[src/rtl/keypad_scanner.sv]
// keypad_scanner: 4x4 hex keypad column scanner with per-key debounce and a one-deep
// key-press event register.
//
// One column is driven low at a time for DWELL_CYCLES clocks. On the last clock of each
// dwell the synchronised rows are sampled for that column. Every key runs its own
// debounce counter, and DEBOUNCE_SCANS consecutive differing samples flip its stable
// state. A 0->1 flip raises a press event when none is pending.
//
// Optional feature: define KEYPAD_CHIP8_MAP_EN to present keys/press_idx in CHIP-8 hex
// order instead of raw matrix order (index = row*4 + col).
//
// Ports:
//   clk          system clock
//   rst_n        asynchronous active-low reset
//   column_pins  column drive, selected column low
//   row_pins     row sense, low = pressed, asynchronous to clk
//   keys         debounced key state, 1 = pressed
//   any_key      OR of keys
//   press_valid  new-press event pending
//   press_idx    index of the pending press
//   press_ack    consumer accepts the pending event
module keypad_scanner #(
  parameter int unsigned DWELL_CYCLES   = 16000,
  parameter int unsigned DEBOUNCE_SCANS = 4
) (
  input  logic        clk,
  input  logic        rst_n,
  output logic [3:0]  column_pins,
  input  logic [3:0]  row_pins,
  output logic [15:0] keys,
  output logic        any_key,
  output logic        press_valid,
  output logic [3:0]  press_idx,
  input  logic        press_ack
);

  localparam int unsigned DwellW = (DWELL_CYCLES > 1) ? $clog2(DWELL_CYCLES) : 1;
  localparam logic [DwellW-1:0] DwellLast = DwellW'(DWELL_CYCLES - 1);
  localparam logic [3:0] DebTarget = 4'(DEBOUNCE_SCANS);

  // Output-order index -> matrix index.
  function automatic logic [3:0] map_idx(input logic [3:0] h);
`ifdef KEYPAD_CHIP8_MAP_EN
    logic [3:0] m;
    case (h)
      4'h0:    m = 4'd13;
      4'h1:    m = 4'd0;
      4'h2:    m = 4'd1;
      4'h3:    m = 4'd2;
      4'h4:    m = 4'd4;
      4'h5:    m = 4'd5;
      4'h6:    m = 4'd6;
      4'h7:    m = 4'd8;
      4'h8:    m = 4'd9;
      4'h9:    m = 4'd10;
      4'hA:    m = 4'd12;
      4'hB:    m = 4'd14;
      4'hC:    m = 4'd3;
      4'hD:    m = 4'd7;
      4'hE:    m = 4'd11;
      default: m = 4'd15;
    endcase
    return m;
`else
    return h;
`endif
  endfunction

  logic [3:0]        row_meta_q, row_sync_q;
  logic [DwellW-1:0] dwell_q, dwell_d;
  logic [1:0]        col_q, col_d;
  logic [15:0]       stable_q, stable_d;   // matrix order
  logic [3:0]        cnt_q [16];
  logic [3:0]        cnt_d [16];
  logic              press_valid_q, press_valid_d;
  logic [3:0]        press_idx_q, press_idx_d;

  logic              sample_en;
  logic [15:0]       rise_mat, rise_out;
  logic [3:0]        rise_first;

  // Scan timing and per-key debounce.
  always_comb begin
    sample_en = (dwell_q == DwellLast);
    dwell_d   = sample_en ? '0 : dwell_q + 1'b1;
    col_d     = col_q + {1'b0, sample_en};
    stable_d  = stable_q;
    cnt_d     = cnt_q;
    if (sample_en) begin
      for (int r = 0; r < 4; r++) begin
        if ((~row_sync_q[r]) == stable_q[{2'(r), col_q}]) begin
          cnt_d[{2'(r), col_q}] = '0;
        end else if (cnt_q[{2'(r), col_q}] + 4'd1 == DebTarget) begin
          stable_d[{2'(r), col_q}] = ~row_sync_q[r];
          cnt_d[{2'(r), col_q}]    = '0;
        end else begin
          cnt_d[{2'(r), col_q}] = cnt_q[{2'(r), col_q}] + 4'd1;
        end
      end
    end
  end

  // Press detection; "lowest index" is taken in output order.
  always_comb begin
    rise_mat = stable_d & ~stable_q;
    rise_out = '0;
    keys     = '0;
    for (int h = 0; h < 16; h++) begin
      rise_out[h] = rise_mat[map_idx(4'(h))];
      keys[h]     = stable_q[map_idx(4'(h))];
    end
    rise_first = '0;
    for (int h = 15; h >= 0; h--) begin
      if (rise_out[h]) rise_first = 4'(h);
    end

    press_valid_d = press_valid_q;
    press_idx_d   = press_idx_q;
    if (press_valid_q) begin
      // A press arriving alongside the ack is dropped: clear wins.
      if (press_ack) press_valid_d = 1'b0;
    end else if (|rise_mat) begin
      press_valid_d = 1'b1;
      press_idx_d   = rise_first;
    end
  end

  always_comb begin
    column_pins = ~(4'b0001 << col_q);
    any_key     = |stable_q;
    press_valid = press_valid_q;
    press_idx   = press_idx_q;
  end

  always_ff @(posedge clk or negedge rst_n) begin
    if (!rst_n) begin
      row_meta_q    <= 4'hF;
      row_sync_q    <= 4'hF;
      dwell_q       <= '0;
      col_q         <= '0;
      stable_q      <= '0;
      press_valid_q <= 1'b0;
      press_idx_q   <= '0;
      for (int i = 0; i < 16; i++) cnt_q[i] <= '0;
    end else begin
      row_meta_q    <= row_pins;
      row_sync_q    <= row_meta_q;
      dwell_q       <= dwell_d;
      col_q         <= col_d;
      stable_q      <= stable_d;
      press_valid_q <= press_valid_d;
      press_idx_q   <= press_idx_d;
      for (int i = 0; i < 16; i++) cnt_q[i] <= cnt_d[i];
    end
  end

endmodule

[config.mk]
export PLATFORM = sky130hd
export DESIGN_NAME = keypad_scanner
export DESIGN_NICKNAME = d
export VERILOG_FILES = /design/src/rtl/keypad_scanner.sv
export SDC_FILE = /design/constraint.sdc
export NUM_CORES = 1
export LEC_CHECK = 0
export ABC_CLOCK_PERIOD_IN_PS = 2650
export CAP_MARGIN = 20
export CORE_MARGIN = 2
export CORE_UTILIZATION = 57
export DETAILED_ROUTE_END_ITERATION = 6
export DONT_BUFFER_PORTS = 1
export GPL_TIMING_DRIVEN = 0
export PLACE_DENSITY = 0.79
export SLEW_MARGIN = 5
export SYNTH_ARGS = -nofsm -noshare
export SYNTH_HDL_FRONTEND = slang
export SYNTH_SLANG_ARGS = --single-unit
[constraint.sdc]
create_clock -name clk -period 2.65 [get_ports clk]
set_clock_uncertainty 0.05 [all_clocks]
set_input_delay 0.265 -clock clk [delete_from_list [all_inputs] [get_ports clk]]
set_output_delay 0.265 -clock clk [all_outputs]
set_load 0.02 [all_outputs]
==> results of run 1 <==
## layout make-up
type / count / area, sq um / area share, %
buffer: 19 / 171 / 2.83
clock buffer: 10 / 138 / 2.27
clock inverter: 6 / 52.6 / 0.867
inverter: 9 / 33.8 / 0.558
multi-input combinational: 294 / 2520 / 41.6
sequential: 109 / 2740 / 45.2
tap: 108 / 135 / 2.23
timing repair buffer: 31 / 270 / 4.46
## state kept, by name (all words and copies together) (netlist names)
| name | flops |
|---|---|
| press_idx | 4 |
| col_q | 2 |
| press_valid | 1 |
| dwell_q | 14 |
| cnt_q | 64 |
| row_sync_q | 4 |
| row_meta_q | 4 |
| keys | 16 |
## where the power goes
group          internal [mW]  switching (mW)  total [mW]  leakage (nW)
Sequential              1.67         0.00611        1.68          1.48
Combinational         0.0121          0.0117      0.0238          1.10
Clock                  0.383           0.595       0.978        0.0914
Total                   2.07           0.613        2.68          2.67
## per-stage QoR
step / power [mW] / TNS, ps
2_1_floorplan: 1.72 / -260
3_3_place_gp: 1.72 / -13130
3_5_place_dp: 1.73 / -18470
4_1_cts: 2.70 / -593
5_1_grt: 2.76 / -1060
6_report: 2.68 / -687
## kinds of logic (layout without fill, tap and decap cells)
logic type | Yosys count | count (layout) | share of synthesized area, %
buffers and inverters | 31 | 75 | 2.76
AND/OR/NAND/NOR | 110 | 110 | 10.9
adder cells (fa/ha/maj) | 6 | 6 | 1.44
AO/OA/AOI/OAI | 88 | 88 | 10.1
XOR/XNOR | 20 | 20 | 3.36
flip-flops | 109 | 109 | 52.5
multiplexers | 70 | 70 | 19.0
## worst min-delay path by stage
stage	from	endpoint	slack [ps]
after floorplan	rst_n	cnt_q[0]	-80
after global placement	rst_n	cnt_q[31]	-80
after detailed placement	rst_n	keys[12]	-80
after CTS	rst_n	keys[10]	-490
after global routing	rst_n	cnt_q[26]	-510
final	rst_n	keys[10]	-480
## critical path, stage by stage (launching register included)
cell	delay [ps]
dfrtp_2	460
buf_12	150
buf_12	130
mux4_2	390
ha_4	160
nand2_2	40
o22a_2	240
or4_4	550
a41oi_4	270
mux2_4	330
## what timing repair did
item | CTS | global route
hold endpoints to repair | 114 | 109
setup endpoints to repair | 77 | 49
gates resized for setup | 32 | 35
gates cloned | 1 | 0
pin swaps | 6 | 8
buffers inserted | 14 | 11
## synthesized netlist by cell type, drive strengths merged
cell     instances  area, sq um
mux4            18          405
o21ai           45          225
or3              3         18.8
inv              9         33.8
a41oi            1         16.3
or2              1         6.26
o21bai           1         7.51
o22ai            1         6.26
dfrtp          101         2530
nand3            8         40.0
xnor2           11         96.3
a21oi           12         60.1
o211ai           2         15.0
mux2i            6         60.1
xor2             9         78.8
nand4b           1         8.76
nor4bb           1         10.0
and4             1         8.76
nand3b           3         22.5
nand2           43          166
o22a             2         17.5
dfstp            8          210
a211oi           3         22.5
nor2b            6         37.5
clkbuf          12         45.0
o31ai           11         82.6
or4              3         30.0
ha               6         75.1
a21o             1         7.51
a311oi           1         8.76
nor4             6         43.8
nand4            3         18.8
a31oi            5         31.3
a2bb2oi          3         26.3
and3             3         18.8
buf             10         65.1
or3b             3         26.3
nand2b           6         37.5
and2             1         6.26
mux2            46          526
nor2            18         67.6
## placed cells by master (no fill, tap or decap), types with 4 or more instances in the layout
master / count
dfrtp_1: 100
mux2_2: 42
nand2_1: 40
o21ai_0: 34
buf_4: 25
mux4_2: 18
nor2_1: 18
xnor2_1: 11
o31ai_1: 11
clkbuf_8: 10
inv_1: 9
xor2_1: 9
a21oi_1: 9
clkbuf_1: 8
o21ai_1: 8
dfstp_2: 8
nand3_1: 7
nand2b_1: 6
mux2i_1: 6
a31oi_1: 5
nor4_1: 5
dlygate4sd3_1: 5
buf_12: 4
mux2_4: 4
## per-layer routing
| layer | up-vias | part of all wire, % | routed length, microns |
|---|---|---|---|
| li1 | 1654 | - | - |
| met3 | 18 | 6.9 | 836 |
| met1 | 1909 | 42 | 5150 |
| met2 | 127 | 49 | 5990 |
| met5 | - | 0 | 0 |
| met4 | 0 | 1.3 | 153 |
==> flow_summary_export.csv, run 1 <==
group,metric,value,unit
run_status,outcome,"complete, but fails checks",
run_status,violations,"hold timing, setup timing",
setup_path,critical_path_class,"reg2reg",
layout,fin_nets,486,
setup_path,reg2reg_setup_slack,-230,ps
power,power_density,443,nW/um^2
synth,syn_area_per_cell,12.0,sq um
global_route,antenna_found_initial,0,
synth,yosysSeqAreaShare,52.5,%
setup_path,regToRegStartpoint,"col_q[0]",
sta,whs,-481,ps
global_route,grt_first_pass_wirelength,19100,microns
placed_design,port_buffers,0,
route,ant_nets,0,
sta,slew_headroom,56.6,%
cts,hold_buffers,5,
setup_path,worstPathMaxFanout,5,
global_route,grt_max_degree,110,
worst_hold_path,hp-class,"in2async",
setup_path,cp-start-kind,"flip-flop",
layout,final_cell_area,6060,sq um
setup_path,critical_path.endpoint_type,"flip-flop",
layout,drive_gt1_share,33.1,%
route,avgRoutedWirePerCell,20.7,microns
sta,clock.fmax,347,MHz
placed_design,placed_cells,542,
global_route,grtUsageMet1,35.5,%
route,postRouteWirelength,12100,microns
setup_path,r2r-end,"press_idx[1]",
setup_path,crit_required,2880,ps
global_route,met3_usage,7.03,%
die,dieHeight,99.7,microns
layout,n_fill_cell,603,
route,firstDrtPassIters,5,
setup_path,arrival,3110,ps
placed_design,postPlaceCellArea,5380,sq um
die,start_util,59.2,%
global_route,grt_usage,25.4,%
die,rows,34,
synth,syn-cell-area,5220,sq um
power,leakage,2.67,nW
synth,ys_ff_latch,109,
cts,cts_tree,"done",
cts,clkSinkCount,109,
sta,rsz0062_at_grt,"true",
die,core_area,8810,sq um
cts,clock_path_buffers,2,
route,drc_errors,0,
cts,numCtsBuffers,9,
placed_design,place_congestion,0.839,
sta,period_share,109,%
placed_design,dp_hpwl,7750,microns
cts,clkTransAtPathRegs,110,ps
route,vias,3708,
route,initialDrtViolationCount,267,
job,maxCapViolCount,0,
global_route,grt_use_met2,39.7,%
setup_path,critPathLaunch,"col_q[0]",
sta,fin_ws,-229,ps
setup_path,critical_path.endpoint,"press_idx[1]",
sta,slew_viol_final,0,
setup_path,ff2ff_path_depth,9,
layout,diodes,0,
sta,worst_pin_slew,651,ps
synth,synth_cell_types,48,
synth,yosysWarningCount,0,
synth,synthesis.instances,434,
die,ios,33,
placed_design,dp_slack,-661,ps
cts,root_buffer,"clkbuf_8",
sta,hold_violations,109,
sta,post-route-min-period,2880,ps
route,viasPerCell,6.33,
sta,setup_violations,4,
cts,htree_levels,3,
power,ir_worst_vdd,404,uV
synth,synthesis.nets,447,
layout,final_util,68.8,%
layout,syn2layout_area_growth,16.1,%
layout,fin_cells,586,
die,die_x,99.7,microns
global_route,grt-busiest-layer,"met2",
global_route,grt_pass1_vias,3651,
global_route,overflow,0,
die,die-area,9940,sq um
cts,insertion_delay,380,ps
(Power assumes the default switching activity.)
==> run 2: changes to the inputs <==
CORE_UTILIZATION = 59   (was 57)
CTS_BUF_LIST = sky130_fd_sc_hd__clkbuf_8   (was default)
PLACE_DENSITY = 0.82   (was 0.79)
==> run 2 against run 1 <==
  * Highest routed layer unchanged
  * Critical endpoint unchanged
  * Largest power group unchanged
  * Power is 1.6% higher
  * Critical path type unchanged
  * Maximum frequency is 0.72% higher
  * Non-clock buffer count is 7 higher
  * Sequential share of layout area is 0.15 points lower
  * The run still ends with hold timing, setup timing left
==> flow_summary_export.csv, run 2 (synthesis gave the netlist of run 1 again) <==
group,metric,value,unit
run_status,outcome,"complete, but fails checks",
run_status,violations,"hold timing, setup timing",
cts,clkSinkCount,109,
sta,hold_violations,109,
setup_path,ff2ff_path_depth,9,
sta,setup_violations,3,
sta,slew_headroom,50.2,%
route,ant_nets,0,
power,power_switching,643,uW
placed_design,dp_hpwl,7830,microns
placed_design,placed_cells,542,
power,ir_worst_vdd,454,uV
setup_path,r2r-end,"press_idx[1]",
die,rows,34,
layout,layout_common_cells,"dfrtp_1 (100), mux2_2 (42), o21ai_0 (41)",
setup_path,reg2reg_setup_slack,-210,ps
placed_design,port_buffers,0,
die,dieHeight,98.0,microns
global_route,antenna_found_initial,0,
global_route,overflow,0,
global_route,grt_usage,26.3,%
cts,htree_levels,3,
route,wl_met2,6260,microns
power,internal-power,2.08,mW
power,power,2.72,mW
setup_path,critical_path_class,"reg2reg",
global_route,grt_max_degree,110,
setup_path,critical_path.endpoint,"press_idx[1]",
route,drc_errors,0,
route,avgRoutedWirePerCell,21.0,microns
sta,whs,-491,ps
setup_path,critPathLaunch,"col_q[0]",
die,ios,33,
layout,syn2layout_area_growth,16.5,%
power,clockPowerShare,37.5,%
power,power_frac_seq,61.7,%
sta,period_share,108,%
sta,fin_ws,-208,ps
setup_path,cp-start-kind,"flip-flop",
placed_design,postPlaceCellArea,5380,sq um
sta,rsz0062_at_grt,"true",
route,initialDrtViolationCount,307,
setup_path,regToRegStartpoint,"col_q[0]",
setup_path,arrival,3100,ps
route,wl_met1,5170,microns
sta,post-route-min-period,2860,ps
setup_path,crit_required,2890,ps
route,vias,3760,
worst_hold_path,hp-class,"in2async",
layout,final_cell_area,6080,sq um
job,maxCapViolCount,0,
layout,largest_reg_flops,64,
cts,cts_tree,"done",
power,power_density,448,nW/um^2
route,dr_wl_met3,786,microns
route,viasPerCell,6.34,
global_route,grt_first_pass_wirelength,19600,microns
route,postRouteWirelength,12500,microns
route,firstDrtPassIters,6,
die,die_x,98.0,microns
layout,largest_register,"cnt_q",
power,comb_power_share,0.8,%
cts,clkTransAtPathRegs,110,ps
sta,worst_pin_slew,748,ps
cts,numCtsBuffers,9,
die,die-area,9610,sq um
cts,hold_buffers,5,
setup_path,worstPathMaxFanout,4,
die,core_area,8640,sq um
sta,setup-tns-final,-556,ps
layout,drive_gt1_share,32.8,%
cts,root_buffer,"clkbuf_8",
route,highest_layer,"met4",
cts,clock_path_buffers,2,
layout,layout_commonest_cell,"dfrtp_1",
layout,fin_cells,593,
setup_path,critical_path.endpoint_type,"flip-flop",
die,start_util,60.4,%
power,switching_share,23.6,%
placed_design,place_congestion,0.844,
sta,clock.fmax,350,MHz
layout,diodes,0,
global_route,grt_pass1_vias,3754,
cts,insertion_delay,390,ps
power,leakage,2.69,nW
layout,fin_nets,493,
sta,slew_viol_final,0,
run 2: cell types whose count changed in the layout (fill, tap and decap cells not counted), sizes merged:
cell      before  now
inv           12   14
bufbuf         1    0
buf           34   42
clkinvlp       2    0
run 2: repair_timing:
action / CTS / global route
gates resized for setup: 31 / 24
endpoints found under the setup margin: 73 / 47
hold endpoints to repair: 114 / 109
pin swaps: 5 / 11
setup buffers: 20 / 14
run 2: stage by stage:
step                      setup WS, ps  util, %  hold WS, ps
after floorplan                   -130        -        -80.6
after global placement            -584     62.3        -76.1
after detailed placement          -643     62.3        -77.6
after CTS                         -212     68.4         -503
after global routing              -273     70.4         -518
final                             -208     70.4         -491
run 2: critical path: stages (launching register included):
cell and delay (ps):
dfrtp_2 460, buf_12 150, buf_12 120, mux4_2 380
ha_4 170, nand2_2 40, o22a_1 210, or4_4 560
a41oi_4 300, mux2_4 320
run 2: worst min-delay path by stage:
stage,start,endpoint,cells past startpoint
finish,rst_n,cnt_q[23],0
floorplan,rst_n,cnt_q[0],0
global route,rst_n,press_idx[0],0
global placement,rst_n,keys[12],0
detailed placement,rst_n,keys[13],0
CTS,rst_n,press_idx[1],0
run 2: routing by layer:
layer	GRT usage, %	vias to the layer above
met4	9.83	0
li1	-	1683
met3	5.08	25
met2	41.8	146
met5	0	-
met1	36.4	1906
run 2: power by group through the flow:
stage                     Clock [mW]  Combinational [mW]  Sequential (mW)
after detailed placement           0              0.0138             1.71
after floorplan                    0              0.0105             1.71
after global placement             0              0.0127             1.71
after global routing            1.10              0.0244             1.68
after CTS                       1.04              0.0212             1.68
final                           1.02              0.0229             1.68
run 2: final cells by class:
class                   count  area [sq um]
flip-flops and latches    109          2740
fillers                   574          2560
multi-input cells         294          2490
repair buffers             38           305
plain buffers              19           175
clock buffers              10           138
well taps                 108           135
clock inverters             6          62.6
inverters                   9          33.8
